===== config.mk =====
export PLATFORM = sky130hd
export DESIGN_NAME = run_controller
export DESIGN_NICKNAME = d
export VERILOG_FILES = /design/src/rtl/run_controller_pkg.sv /design/src/rtl/run_controller_ctrl_counter.sv /design/src/rtl/run_controller.sv
export SDC_FILE = /design/constraint.sdc
export NUM_CORES = 1
export LEC_CHECK = 0
export CAP_MARGIN = 20
export CORE_AREA = 2 2 192 194
export CTS_CLUSTER_DIAMETER = 30
export DETAILED_ROUTE_END_ITERATION = 7
export DIE_AREA = 0 0 194 196
export PLACE_DENSITY = 0.68
export SLEW_MARGIN = 20
export SYNTH_ARGS = -nofsm -noshare
export SYNTH_HDL_FRONTEND = slang
export SYNTH_SLANG_ARGS = --single-unit

===== constraint.sdc =====
create_clock -name clk -period 3.1 [get_ports clk]
set_input_delay 0.31 -clock clk [delete_from_list [all_inputs] [get_ports clk]]
set_output_delay 0.31 -clock clk [all_outputs]
set_load 0.01 [all_outputs]

===== src/rtl/run_controller_pkg.sv =====
`timescale 1ns/1ps
// Shared definitions for the run controller: state encoding, memory byte
// strides and small helpers used to pick the next non-empty phase.
package run_controller_pkg;

    typedef enum logic [2:0] {
        S_IDLE     = 3'd0,
        S_LOAD_I   = 3'd1,
        S_LOAD_D   = 3'd2,
        S_RUN      = 3'd3,
        S_DUMP_RD  = 3'd4,
        S_DUMP_WT  = 3'd5,
        S_DUMP_OUT = 3'd6
    } state_t;

    // Byte distance between consecutive words of each memory.
    localparam int unsigned IMEM_STRIDE = 4;
    localparam int unsigned DMEM_STRIDE = 8;

    // Saturate a requested length at the memory depth.
    function automatic logic [10:0] clamp_len(input logic [10:0] len, input logic [10:0] limit);
        return (len > limit) ? limit : len;
    endfunction

    // First phase after 'cur' whose length is non-zero; IDLE when nothing is left.
    function automatic state_t phase_after(input state_t cur, input logic has_i,
                                           input logic has_d, input logic has_r,
                                           input logic has_u);
        state_t nxt;
        nxt = S_IDLE;
        if (cur == S_IDLE && has_i)
            nxt = S_LOAD_I;
        else if ((cur inside {S_IDLE, S_LOAD_I}) && has_d)
            nxt = S_LOAD_D;
        else if ((cur inside {S_IDLE, S_LOAD_I, S_LOAD_D}) && has_r)
            nxt = S_RUN;
        else if ((cur inside {S_IDLE, S_LOAD_I, S_LOAD_D, S_RUN}) && has_u)
            nxt = S_DUMP_RD;
        return nxt;
    endfunction

endpackage


===== src/rtl/run_controller_ctrl_counter.sv =====
`timescale 1ns/1ps
// Loadable up/down counter; load wins over inc, inc wins over dec.
module ctrl_counter #(
    parameter int W = 11
) (
    input  logic         clk,
    input  logic         arst_n,
    input  logic         load,
    input  logic [W-1:0] load_val,
    input  logic         inc,
    input  logic         dec,
    output logic [W-1:0] count
);

    localparam logic [W-1:0] ONE = 1;

    // Count register with asynchronous clear.
    always_ff @(posedge clk or negedge arst_n) begin
        if (!arst_n)
            count <= '0;
        else if (load)
            count <= load_val;
        else if (inc)
            count <= count + ONE;
        else if (dec)
            count <= count - ONE;
    end

endmodule


===== src/rtl/run_controller.sv =====
`timescale 1ns/1ps
// Load/run/dump sequencer: streams host words into instruction and data
// memory, enables the CPU for a fixed number of cycles, then streams a
// region of data memory back to the host.
//
// Handshakes: a beat moves on a rising edge where valid && ready. in_ready
// and out_valid are decoded from registered state only, so neither depends
// combinationally on its partner's valid/ready; out_valid and out_data hold
// steady until out_ready is seen.
module run_controller
    import run_controller_pkg::*;
#(
    parameter int IMEM_WORDS = 512,
    parameter int DMEM_WORDS = 1024
) (
    input  logic        clk,
    input  logic        arst_n,
    input  logic        start,
    input  logic [9:0]  imem_len,
    input  logic [10:0] dmem_len,
    input  logic [10:0] dump_len,
    input  logic [31:0] run_cycles,
    input  logic        in_valid,
    output logic        in_ready,
    input  logic [63:0] in_data,
    output logic [63:0] addr_ext,
    output logic        wen_ext,
    output logic        ren_ext,
    output logic [31:0] wdata_ext,
    output logic [63:0] addr_ext_2,
    output logic        wen_ext_2,
    output logic        ren_ext_2,
    output logic [63:0] wdata_ext_2,
    input  logic [63:0] rdata_ext_2,
    output logic        cpu_enable,
    output logic        out_valid,
    input  logic        out_ready,
    output logic [63:0] out_data,
    output logic        busy,
    output logic        done,
    output state_t      state_dbg
);

    state_t      state, next_state;
    logic [10:0] ilen_q, dlen_q, ulen_q;
    logic [31:0] rcyc_q;
    logic [10:0] ilen_in, dlen_in, ulen_in;
    logic [10:0] cur_i, cur_d, cur_u;
    logic [31:0] cur_r;
    logic        has_i, has_d, has_r, has_u;
    logic [10:0] idx;
    logic [31:0] timer;
    logic        beat;
    logic        idx_load, idx_inc, tmr_load, tmr_dec;

    assign ilen_in = clamp_len({1'b0, imem_len}, 11'(IMEM_WORDS));
    assign dlen_in = clamp_len(dmem_len, 11'(DMEM_WORDS));
    assign ulen_in = clamp_len(dump_len, 11'(DMEM_WORDS));

    // In IDLE the lengths are not latched yet, so phase skipping looks at the inputs.
    assign cur_i = (state == S_IDLE) ? ilen_in    : ilen_q;
    assign cur_d = (state == S_IDLE) ? dlen_in    : dlen_q;
    assign cur_u = (state == S_IDLE) ? ulen_in    : ulen_q;
    assign cur_r = (state == S_IDLE) ? run_cycles : rcyc_q;
    assign has_i = (cur_i != '0);
    assign has_d = (cur_d != '0);
    assign has_r = (cur_r != '0);
    assign has_u = (cur_u != '0);

    assign in_ready  = (state == S_LOAD_I) || (state == S_LOAD_D);
    assign beat      = in_valid && in_ready;
    assign state_dbg = state;

    // One index serves every phase; a second counter times the RUN window.
    ctrl_counter #(.W(11)) u_idx (
        .clk      (clk),
        .arst_n   (arst_n),
        .load     (idx_load),
        .load_val (11'd0),
        .inc      (idx_inc),
        .dec      (1'b0),
        .count    (idx)
    );

    ctrl_counter #(.W(32)) u_timer (
        .clk      (clk),
        .arst_n   (arst_n),
        .load     (tmr_load),
        .load_val (cur_r),
        .inc      (1'b0),
        .dec      (tmr_dec),
        .count    (timer)
    );

    // State register.
    always_ff @(posedge clk or negedge arst_n) begin
        if (!arst_n)
            state <= S_IDLE;
        else
            state <= next_state;
    end

    // Next state, counter controls and memory/CPU port decode.
    always_comb begin
        next_state  = state;
        idx_load    = 1'b0;
        idx_inc     = 1'b0;
        tmr_load    = 1'b0;
        tmr_dec     = 1'b0;
        addr_ext    = '0;
        wen_ext     = 1'b0;
        ren_ext     = 1'b0;
        wdata_ext   = '0;
        addr_ext_2  = '0;
        wen_ext_2   = 1'b0;
        ren_ext_2   = 1'b0;
        wdata_ext_2 = '0;
        cpu_enable  = 1'b0;
        busy        = (state != S_IDLE);

        case (state)
            S_IDLE: begin
                if (start)
                    next_state = phase_after(S_IDLE, has_i, has_d, has_r, has_u);
            end
            S_LOAD_I: begin
                wen_ext   = in_valid;
                wdata_ext = in_data[31:0];
                addr_ext  = 64'(idx) * 64'(IMEM_STRIDE);
                idx_inc   = beat;
                if (beat && idx == ilen_q - 11'd1)
                    next_state = phase_after(S_LOAD_I, has_i, has_d, has_r, has_u);
            end
            S_LOAD_D: begin
                wen_ext_2   = in_valid;
                wdata_ext_2 = in_data;
                addr_ext_2  = 64'(idx) * 64'(DMEM_STRIDE);
                idx_inc     = beat;
                if (beat && idx == dlen_q - 11'd1)
                    next_state = phase_after(S_LOAD_D, has_i, has_d, has_r, has_u);
            end
            S_RUN: begin
                cpu_enable = 1'b1;
                tmr_dec    = 1'b1;
                if (timer == 32'd1)
                    next_state = phase_after(S_RUN, has_i, has_d, has_r, has_u);
            end
            S_DUMP_RD: begin
                ren_ext_2  = 1'b1;
                addr_ext_2 = 64'(idx) * 64'(DMEM_STRIDE);
                next_state = S_DUMP_WT;
            end
            S_DUMP_WT: begin
                next_state = S_DUMP_OUT;
            end
            S_DUMP_OUT: begin
                if (out_ready) begin
                    idx_inc    = 1'b1;
                    next_state = (idx == ulen_q - 11'd1) ? S_IDLE : S_DUMP_RD;
                end
            end
            default: next_state = S_IDLE;
        endcase

        // Entering a new phase restarts the index; DUMP_OUT->DUMP_RD continues it.
        idx_load = (next_state != state) && (state != S_DUMP_OUT) &&
                   (next_state inside {S_LOAD_I, S_LOAD_D, S_RUN, S_DUMP_RD});
        tmr_load = (next_state == S_RUN) && (state != S_RUN);
    end

    // Latched lengths, dump output register and the end-of-sequence pulse.
    always_ff @(posedge clk or negedge arst_n) begin
        if (!arst_n) begin
            ilen_q    <= '0;
            dlen_q    <= '0;
            ulen_q    <= '0;
            rcyc_q    <= '0;
            out_valid <= 1'b0;
            out_data  <= '0;
            done      <= 1'b0;
        end else begin
            done <= (next_state == S_IDLE) && ((state != S_IDLE) || start);
            if (state == S_IDLE && start) begin
                ilen_q <= ilen_in;
                dlen_q <= dlen_in;
                ulen_q <= ulen_in;
                rcyc_q <= run_cycles;
            end
            if (state == S_DUMP_WT) begin
                out_data  <= rdata_ext_2;
                out_valid <= 1'b1;
            end else if (state == S_DUMP_OUT && out_ready) begin
                out_valid <= 1'b0;
            end
        end
    end

endmodule


==> results.md <==
- Outcome: finished, violations left
- Failing checks: setup timing
- Ratio of cells with drive above 1 in the final layout: 0.234
- H-tree depth: 4
- Post-synth EDFFs: 0
- Sequential area share after synthesis: 0.380
- Top-Level Pins: 497
- Global-route wire length before repair: approximately 68 mm
- Remaining antenna violation count: 0
- Main synth FF type: dfrtp_1
- Fmax: a little under 300 MHz
- Area of the multi-input gates: between 0.006 and 0.007 mm2
- Min cycle time layout: between 3000 and 4000 ps
- Detailed Routing Iterations Pass 1: 5
- Yosys top cell area share: 0.380
- PwrDens: 889 mW/mm2
- Largest net degree at the start of global routing: 90
- Die Area: approximately 0.038 mm2
- Hold Vio Cnt, Final: 0
- Met3 WL: about 3 mm
- Final WL: 44.8 mm
- Clock slew at reported path FFs: ~70 ps
- Detailed router's first-iteration violation count: 660
- Skew-Pair Late Insertion Delay: roughly 430 ps
- Uppermost routed layer: met5
- Via count: around 11000
- Initial antenna violation count: 6
- Vias in the first global route: around 11000
- Core box area: about 0.036 mm2
- Commonest non-fill, non-tap cell in the layout: clkdlybuf4s50_1
- Crit start category: flop
- Async set or reset register ratio after synthesis: 1.00
- Initial core utilization: 0.321
- Synthesized area: 0.0116 mm2
- Fin Setup TNS: -5840 ps
- Post-route clock period utilization: 1.08
- Flop pwr share: 0.268
- Worst vdd ir: about 0.5 mV
- Area contributors post-synth: dfrtp_1, mux2_2, buf_4, and3_1, nand2_1
- Switching part of the total: 0.400
- Power share of the combinational group: 0.593
- Gr usage total: 0.229
- P&R area growth vs syn: 54.4%
- Register cell area after layout: 0.00441 mm2
- Internal power: ~9.5 mW
- Total Power: ~16 mW
- WL met2: 22.2 mm
- Remaining DRCs: 0
- Avg Inst Size Synth: slightly above 9 um2
- CTS max path bufs: 2
- Horiz. Die Dim: between 150 and 200 um
- Clk sinks: approximately 180
- Max Fanout on Critical Path: 5
- WS Path Type: flop to flop
- Switching power: roughly 6.4 mW
- RePlAce Congestion: 0.888
- Die height: about 200 um
- Static Leak: ~7.6 nW
- Final setup viols: 43
- Final net count: roughly 2000
- Fillers: around 3300
- RSZ-0062 raised after global routing: true
- Pins Over Slew Limit: 0
- Max-slew headroom: 0.361
- Vias per cell: approximately 5
- Routed len/inst: approximately 20 um
- Max-cap violation count: 0
- WHS: roughly 460 ps
- Synth unique cells: between 80 and 90
- Cell taking the most area after synthesis: dfrtp_1
- Metal1 wirelength: 18.8 mm
- CTS tree: done
- Final worst setup slack: -254 ps
- Final Skew: 11.2 ps
- Flops & latches, synth: 176
- Placed cell area: around 0.017 mm2
- Row Count: 70
- CTS buffer count: 17
- Post-Syn Instances: roughly 1200
- Crit end category: flop
- Worst EP required: 3430 ps
- Grt total ovfl: 0
- Ys Warns: 0
- CTS root buf: clkbuf_16
- Fin area: about 0.018 mm2
- I/O Buffers: around 400
- Commonest cells after routing, fill and taps aside: clkdlybuf4s50_1, dfrtp_1, buf_4
- WP data arrival: between 3000 and 4000 ps
- Worst-Margin Slew: between 900 and 1000 ps
- Worst min-delay path category: input pin to flop
- Clock power share: 0.139
- DP Wirelength: 34.5 mm
-- power by group through the flow --
stage	clock network, mW	logic, mW	registers, mW
detailed placement	0	8.52	4.22
global placement	0	8.39	4.16
global route	2.36	10.2	4.40
floorplan	0	4.57	4.26
CTS	2.26	9.08	4.21
finish	2.22	9.42	4.26
-- layout make-up --
type	instances	share of cell area
multi-input cells	963	0.376
repair buffers	574	0.307
flip-flops and latches	176	0.246
well taps	468	0.0328
clock buffers	18	0.0246
clock inverters	14	0.00861
inverters	23	0.00483
diodes	1	0.000140
-- flip-flops by register name, summed over array words and instances, names as in the netlist --
signal         flops
state_dbg          3
dlen_q            11
rcyc_q            32
out_data          64
done               1
out_valid          1
u_idx.count       11
ulen_q            11
ilen_q            10
u_timer.count     32
-- kinds of logic after synthesis --
| group | after synthesis | synth area share |
|---|---|---|
| xor gates and xnor gates | 47 | 0.0355 |
| adders and majority gates | 6 | 0.00648 |
| buffers and inverters | 214 | 0.112 |
| DFF | 176 | 0.380 |
| and+or+nand+nor | 500 | 0.239 |
| muxes | 120 | 0.114 |
| other | 1 | 0.000324 |
| AOI/OAI and AO/OA | 182 | 0.112 |
-- stage by stage --
| step | worst slack (ps) | std cells | util |
|---|---|---|---|
| after floorplan | 0.883 | 1352 | - |
| after global placement | -311 | 2184 | 0.461 |
| after detailed placement | -347 | 2184 | 0.461 |
| after CTS | -178 | 2226 | 0.487 |
| after global routing | -407 | 2236 | 0.495 |
| final | -254 | 2237 | 0.495 |
-- path summary, 6_finish.rpt --
path,start,endpoint,slack [ps],depth (start not counted)
setup / recovery,dlen_q[0],u_idx.count[10],-250,12
hold / removal,dump_len[2],ulen_q[2],460,3
setup reg to reg,dlen_q[0],u_idx.count[10],-250,12
hold reg to reg,out_data[29],out_data[29],500,1
max in group asynchronous,arst_n,out_data[31],1800,3
min in group asynchronous,arst_n,rcyc_q[13],520,2
-- synthesized netlist by cell type (5+ instances only) --
cell type  count
inv_1         22
dfrtp_1      176
nor2_1        80
nor2b_1       13
o221a_2        5
and3_1        75
or4_1          9
buf_4        109
o311ai_0       7
a22o_1         5
or2_2          6
xor2_1        21
o311a_1        5
nor4_1        34
a211oi_1       9
nand2_1       80
nand2b_1      26
o211ai_1       8
nand3_1       22
a21oi_1       29
clkbuf_1      67
o21ai_0       49
and2_1        46
mux2_2        99
mux2i_1       21
xnor2_1       26
or3_1         11
a31oi_1        6
nand3b_1       5
ha_1           6
clkbuf_8       6
o31ai_1        8
nor3_1        35
nand4_1       24
-- per-layer routing --
| layer | track usage | vias up |
|---|---|---|
| li1 | - | 5297 |
| met1 | 0.289 | 5559 |
| met2 | 0.398 | 501 |
| met3 | 0.0502 | 56 |
| met4 | 0.0598 | 2 |
| met5 | 0 | - |
-- timing repair --
action / in CTS / in global routing
resized for setup: 51 / 47
setup buffers: 5 / 9
setup endpoints to repair: 43 / 56
cloned: 4 / 2
hold buffers: 1 / 0
pin swaps: 12 / 17
endpoints found under the hold margin: 80 / 0
-- critical path, stage by stage (launching register included) --
cell and delay, ps:
dfrtp_1 400, inv_1 70, ha_2 180, or3b_4 380, or3_4 390, a2111oi_4 300, o211ai_1 190, a2111o_1 460
a2111oi_4 380, o211ai_1 160, o31ai_2 100, buf_4 200, nor2_1 50
(Power assumes the default switching activity.)
